--- config.mk ---
export PLATFORM = sky130hd
export DESIGN_NAME = bsg_link_sdr_credit_upstream
export DESIGN_NICKNAME = d
export VERILOG_FILES = /design/src/rtl/bsg_link_sdr_credit_upstream.sv
export SDC_FILE = /design/constraint.sdc
export NUM_CORES = 1
export LEC_CHECK = 0
export BUFFER_PORTS_ARGS = -buffer_cell sky130_fd_sc_hd__buf_4
export CAP_MARGIN = 10
export CORE_MARGIN = 1
export CORE_UTILIZATION = 38
export CTS_BUF_LIST = sky130_fd_sc_hd__clkbuf_16
export DETAILED_ROUTE_END_ITERATION = 10
export PLACE_DENSITY = 0.65
export SKIP_LAST_GASP = 1
export SLEW_MARGIN = 20
export SYNTH_ARGS = -nofsm -noshare
export SYNTH_HDL_FRONTEND = slang
export SYNTH_SLANG_ARGS = --single-unit
export TNS_END_PERCENT = 20
--- constraint.sdc ---
create_clock -name clk -period 2.9 [get_ports clk]
set_clock_uncertainty 0.1 [all_clocks]
set_input_delay 0.725 -clock clk [delete_from_list [all_inputs] [get_ports clk]]
set_output_delay 0.725 -clock clk [all_outputs]
set_load 0.01 [all_outputs]
--- src/rtl/bsg_link_sdr_credit_upstream.sv ---
// bsg_link_sdr_credit_upstream
//
// Credit-flow-controlled upstream link transmitter. Each accepted core word
// is split into two beats (low half, then high half of every lane slice) and
// driven on CHANNELS registered output lanes. The number of words that may
// be outstanding is bounded by a credit counter. Token pulses from the
// downstream side replenish that counter.
//
// Optional feature macro: BSG_LINK_UPSTREAM_SKID_EN
//   When defined, a one-entry skid buffer is added. It lets a word be
//   accepted while BEAT0 is on the wire, and that word is issued directly
//   after BEAT1.
//
// Ports
//   clk           sole clock
//   rst           synchronous, active-high reset
//   core_valid_i  core word valid
//   core_data_i   core word, 2*CHANNELS*CH_WIDTH bits; lane k owns
//                 bits [k*2*CH_WIDTH +: 2*CH_WIDTH] (low beat first)
//   core_ready_o  word accepted when core_valid_i & core_ready_o
//   io_token_i    single-cycle credit-return pulse (already in clk domain)
//   io_valid_r_o  registered per-lane valid
//   io_data_r_o   registered lane data, lane k = [k*CH_WIDTH +: CH_WIDTH]
//   io_phase_r_o  registered beat phase, 0 = low beat, 1 = high beat
//   sent_cnt_o    words transmitted, mod 256
//   finish_cnt_o  credits returned, mod 256
//   credit_o      available credits
//   err_o         sticky token-overflow error
module bsg_link_sdr_credit_upstream #(
  parameter int CHANNELS         = 2,
  parameter int CH_WIDTH         = 8,
  parameter int CREDITS          = 8,
  parameter int TOKEN_DECIMATION = 2,
  localparam int CW              = $clog2(CREDITS + 1),
  localparam int WW              = 2 * CHANNELS * CH_WIDTH,
  localparam int LW              = CHANNELS * CH_WIDTH
) (
  input  logic                clk,
  input  logic                rst,
  input  logic                core_valid_i,
  input  logic [WW-1:0]       core_data_i,
  output logic                core_ready_o,
  input  logic                io_token_i,
  output logic [CHANNELS-1:0] io_valid_r_o,
  output logic [LW-1:0]       io_data_r_o,
  output logic                io_phase_r_o,
  output logic [7:0]          sent_cnt_o,
  output logic [7:0]          finish_cnt_o,
  output logic [CW-1:0]       credit_o,
  output logic                err_o
);

  typedef enum logic [1:0] {
    IDLE  = 2'd0,
    BEAT0 = 2'd1,
    BEAT1 = 2'd2
  } state_e;

  // Gather one beat out of a core word: for every lane pick the low or the
  // high CH_WIDTH slice of that lane's 2*CH_WIDTH field.
  function automatic logic [LW-1:0] beatHalf(input logic [WW-1:0] w, input logic hi);
    logic [LW-1:0] r;
    int            off;
    r   = '0;
    off = hi ? CH_WIDTH : 0;
    for (int k = 0; k < CHANNELS; k++) begin
      r[k*CH_WIDTH +: CH_WIDTH] = w[k*2*CH_WIDTH + off +: CH_WIDTH];
    end
    return r;
  endfunction

  state_e              state_q, state_d;
  logic [WW-1:0]       word_q, word_d;
  logic [LW-1:0]       ioData_q, ioData_d;
  logic [CHANNELS-1:0] ioValid_q, ioValid_d;
  logic                phase_q, phase_d;
  logic [7:0]          sentCnt_q, sentCnt_d;
  logic [7:0]          finishCnt_q, finishCnt_d;
  logic [CW-1:0]       credit_q, credit_d;
  logic                err_q, err_d;
  logic                accept;
  logic [31:0]         creditSum;

`ifdef BSG_LINK_UPSTREAM_SKID_EN
  logic [WW-1:0]       skid_q, skid_d;
  logic                skidFull_q, skidFull_d;

  // With the skid entry the only thing that blocks acceptance (besides
  // credit) is an occupied skid slot.
  assign core_ready_o = (credit_q != '0) & ~skidFull_q;
`else
  // Without skid a new word can only be taken when the wire is idle or is
  // carrying the last beat of the current word.
  assign core_ready_o = (credit_q != '0) & ((state_q == IDLE) | (state_q == BEAT1));
`endif

  assign accept = core_valid_i & core_ready_o;

  // Credit bookkeeping. An accept never underflows because ready requires a
  // nonzero credit; a token that would push the count past CREDITS saturates
  // it and raises the sticky error.
  always_comb begin
    finishCnt_d = finishCnt_q;
    err_d       = err_q;
    creditSum   = 32'(credit_q) - (accept ? 32'd1 : 32'd0);
    if (io_token_i) begin
      creditSum   = creditSum + 32'(TOKEN_DECIMATION);
      finishCnt_d = finishCnt_q + 8'(TOKEN_DECIMATION);
    end
    if (creditSum > 32'(CREDITS)) begin
      credit_d = CW'(CREDITS);
      err_d    = 1'b1;
    end else begin
      credit_d = creditSum[CW-1:0];
    end
  end

  // Beat sequencer. Output registers are loaded with the beat that becomes
  // visible after the edge, so a word accepted in cycle t shows its low beat
  // in t+1 and its high beat in t+2. The data lanes keep their last value
  // while idle; only valid drops.
  always_comb begin
    state_d   = state_q;
    word_d    = word_q;
    ioData_d  = ioData_q;
    ioValid_d = ioValid_q;
    phase_d   = phase_q;
    sentCnt_d = sentCnt_q;
`ifdef BSG_LINK_UPSTREAM_SKID_EN
    skid_d     = skid_q;
    skidFull_d = skidFull_q;
`endif
    case (state_q)
      IDLE: begin
        ioValid_d = '0;
        if (accept) begin
          state_d   = BEAT0;
          word_d    = core_data_i;
          ioData_d  = beatHalf(core_data_i, 1'b0);
          ioValid_d = '1;
          phase_d   = 1'b0;
        end
      end
      BEAT0: begin
        state_d   = BEAT1;
        ioData_d  = beatHalf(word_q, 1'b1);
        ioValid_d = '1;
        phase_d   = 1'b1;
        sentCnt_d = sentCnt_q + 8'd1;
`ifdef BSG_LINK_UPSTREAM_SKID_EN
        if (accept) begin
          skid_d     = core_data_i;
          skidFull_d = 1'b1;
        end
`endif
      end
      BEAT1: begin
`ifdef BSG_LINK_UPSTREAM_SKID_EN
        // A buffered word always goes first; ready is low while it waits,
        // so no direct accept can compete with it here.
        if (skidFull_q) begin
          state_d    = BEAT0;
          word_d     = skid_q;
          ioData_d   = beatHalf(skid_q, 1'b0);
          ioValid_d  = '1;
          phase_d    = 1'b0;
          skidFull_d = 1'b0;
        end else
`endif
        if (accept) begin
          state_d   = BEAT0;
          word_d    = core_data_i;
          ioData_d  = beatHalf(core_data_i, 1'b0);
          ioValid_d = '1;
          phase_d   = 1'b0;
        end else begin
          state_d   = IDLE;
          ioValid_d = '0;
        end
      end
      default: begin
        state_d   = IDLE;
        ioValid_d = '0;
      end
    endcase
  end

  // State and output registers; reset drops any word in flight.
  always_ff @(posedge clk) begin
    if (rst) begin
      state_q     <= IDLE;
      word_q      <= '0;
      ioData_q    <= '0;
      ioValid_q   <= '0;
      phase_q     <= 1'b0;
      sentCnt_q   <= 8'd0;
      finishCnt_q <= 8'd0;
      credit_q    <= CW'(CREDITS);
      err_q       <= 1'b0;
`ifdef BSG_LINK_UPSTREAM_SKID_EN
      skid_q      <= '0;
      skidFull_q  <= 1'b0;
`endif
    end else begin
      state_q     <= state_d;
      word_q      <= word_d;
      ioData_q    <= ioData_d;
      ioValid_q   <= ioValid_d;
      phase_q     <= phase_d;
      sentCnt_q   <= sentCnt_d;
      finishCnt_q <= finishCnt_d;
      credit_q    <= credit_d;
      err_q       <= err_d;
`ifdef BSG_LINK_UPSTREAM_SKID_EN
      skid_q      <= skid_d;
      skidFull_q  <= skidFull_d;
`endif
    end
  end

  assign io_valid_r_o = ioValid_q;
  assign io_data_r_o  = ioData_q;
  assign io_phase_r_o = phase_q;
  assign sent_cnt_o   = sentCnt_q;
  assign finish_cnt_o = finishCnt_q;
  assign credit_o     = credit_q;
  assign err_o        = err_q;

endmodule

==> run metrics <==
Hold Vio Cnt, Final=0; crit path max fanout=7; htree depth=2; DR iter-0 viols=44; Syn. warnings=0; ANT nets after route=0; Cells after Synth=roughly 250; wire per inst=roughly 13 um; fraction of synthesized cell area in xor and xnor cells=0.04466; syn_area_per_cell=approximately 9.5 um2; Synth Net Count=288; clk buf depth=2; Final Cycle Share=0.8807; worst reg2reg setup slack=around 0.35 ns; Post-Synth Simple-Gate Area=0.1691; CTS clk-pin slew, worst paths=0.07 ns; Nets=around 360; launch point of the worst reg-to-reg path=credit_o[1]; TritonCTS clock tree=yes; post-synthesis sequential area ratio=0.4763; Vias/cell=4.886; GRT Overall Usage=0.1651; RSZ-0062 raised after global routing=no; kind of critical path=reg2reg; Die Y=approximately 80 um; # DRC=0; ANT cells=0; I/O pin count=just under 80; Compound-Gate Fraction of Synth Area=0.09995; main combinational cell family by area after synthesis=simple AND/OR/NAND/NOR gates; Root Driver=clkbuf_16; number of global-route vias before repair=approximately 1800; largest net degree at the start of global routing=37; GPL Wtd Cong=approximately 0.7; Placeable Area=just under 0.006 mm2; hpwl dp=3627 um; setup violators final=0; Final Max Slew Viols=0; Worst Setup Start Kind=flip-flop; total negative slack=0 ns; initial core utilization=0.3952; Num CTS Buffers=5; Leak=approximately 1.4 nW; Pre-antenna DRT Iters=4; # clock sinks=56; initial antenna violation count=0; FF+latch count, synth=56; Placed Cells=a little under 400; global-route wire length before repair=approximately 8200 um; Critical Path RT=2.96 ns; max-cap violations=0; Die X=slightly above 80 um; share of cells above drive strength 1=0.2906; port buffer count=between 70 and 80; final wirelength=between 5000 and 6000 um; HP Start=io_phase_r_o; final cell count without fillers=395; commonest non-fill, non-tap cell in the layout=buf_4; Power Density=814.2 mW/mm2; Setup Buffers After CTS=0; Worst IR Drop VDD=approximately 0.00037 V; Critical Path Source=credit_o[1]; HP Class=reg2reg; top achievable clock speed=around 390 MHz; Tmin final=~2.6 ns; mux share of post-synthesis cell area=0.1446; adder-cell share of the synthesized area=0.02127; commonest cells after routing, fill and taps aside=buf_4 (81), dfxtp_1 (56), nor2_1 (46); Rows=28; Cell Area, Synth=0.002354 mm2; worst skew pair latency=~0.29 ns; Worst R2R Path Depth=9; Vias=just under 2000; die area=roughly 0.0065 mm2; status=finished, final reports clean; hold path depth=2; total gr overflow=0; overall power=between 0.002 and 0.003 W; Area growth, synth to finish=33.71%; Critical Path Sink Type=flip-flop; final core occ=0.5284; Worst EP arrival=2.62 ns; post-synth cell types=34
==> flip-flops by register name, summed over array words and instances (netlist names) <==
| signal | count |
|---|---|
| io_phase_r_o | 1 |
| io_valid_r_o | 1 |
| err_o | 1 |
| credit_o | 4 |
| io_data_r_o | 16 |
| finish_cnt_o | 7 |
| state_q | 2 |
| sent_cnt_o | 8 |
| word_q | 16 |
==> path summary, 6_finish.rpt <==
kind                                     end
worst max-delay path             credit_o[1]
worst min-delay path            io_phase_r_o
worst max register to register   credit_o[1]
worst min register to register  io_phase_r_o
==> cell type report <==
type / instances / area (um2)
multi-input combinational: 170 / 1159
inverter: 5 / 18.77
clock inverter: 3 / 21.27
sequential: 56 / 1121
tap: 75 / 93.84
timing repair buffer: 81 / 608.1
fill: 569 / 2809
clock buffer: 5 / 125.1
==> cell usage after synthesis <==
cell	n	area, um2
conb_1	1	3.750
nor2b_1	1	6.260
mux2i_1	34	340.3
nand3b_1	4	30.03
nor2_1	46	172.7
nor4_1	3	18.77
buf_4	3	22.52
nand3_1	1	5.000
a31oi_1	1	6.260
a2111o_1	1	11.26
a21oi_1	8	40.04
a311o_1	1	10.01
or3_1	5	31.28
buf_1	1	3.750
clkbuf_1	8	30.03
dfxtp_1	56	1121
nand4_1	5	31.28
and3_1	1	6.260
ha_1	4	50.05
nand2b_1	4	25.02
a211oi_1	16	120.1
o21ai_0	5	25.02
xor2_1	8	70.07
and2_1	2	12.51
or4b_1	1	10.01
o21ai_1	1	5.000
nor3b_1	1	7.510
a21oi_2	1	8.760
and2b_1	1	7.510
nand2_1	9	33.78
xnor2_1	4	35.03
buf_2	5	25.02
inv_1	5	18.77
o31a_1	1	8.760
==> stage by stage <==
stage	hold WS (ns)	setup slack (ns)	area (um2)
3_3_place_gp	0.3711	0.1673	2994
6_report	0.3799	0.3460	3147
4_1_cts	0.3840	0.2287	3141
2_1_floorplan	0.3601	0.01382	2375
3_5_place_dp	0.3715	0.1266	2994
5_1_grt	0.4031	0.1200	3147
==> cell families after synthesis <==
kind of cell | after synthesis
AOI/OAI and AO/OA | 35
and+or+nand+nor | 84
buffers and inverters | 22
xor gates and xnor gates | 12
adders and majority gates | 4
muxes | 34
DFF | 56
other | 1
==> where the power goes <==
group	leakage, nW	switching (W)	internal (W)
logic	0.820	0.000480	0.000476
clock network	0.0722	0.000283	0.000324
registers	0.460	0.0000902	0.000908
total	1.35	0.000854	0.00171
==> what timing repair did <==
item / in CTS / in global routing
endpoints found under the hold margin: 0 / 0
gates resized for setup: 0 / 1
hold buffers: 0 / 0
endpoints found under the setup margin: 0 / 1
==> critical path: stages (launching register included) <==
cell and delay, ns:
dfxtp_1 0.34, nor4_2 0.35, nor3b_2 0.09, ha_2 0.21, ha_4 0.19, xnor2_1 0.25
mux2i_1 0.14, or4b_1 0.49, a21oi_2 0.19, nor4_1 0.07
==> layer usage <==
layer / GRT usage / wire length, um / vias up
li1: - / - / 1002
met1: 0.2042 / 2312 / 867
met2: 0.2754 / 2419 / 56
met3: 0.05000 / 336 / 5
met4: 0.04821 / 43 / 0
met5: 0 / 0 / -
No activity file was read; power rests on OpenSTA's default activity.
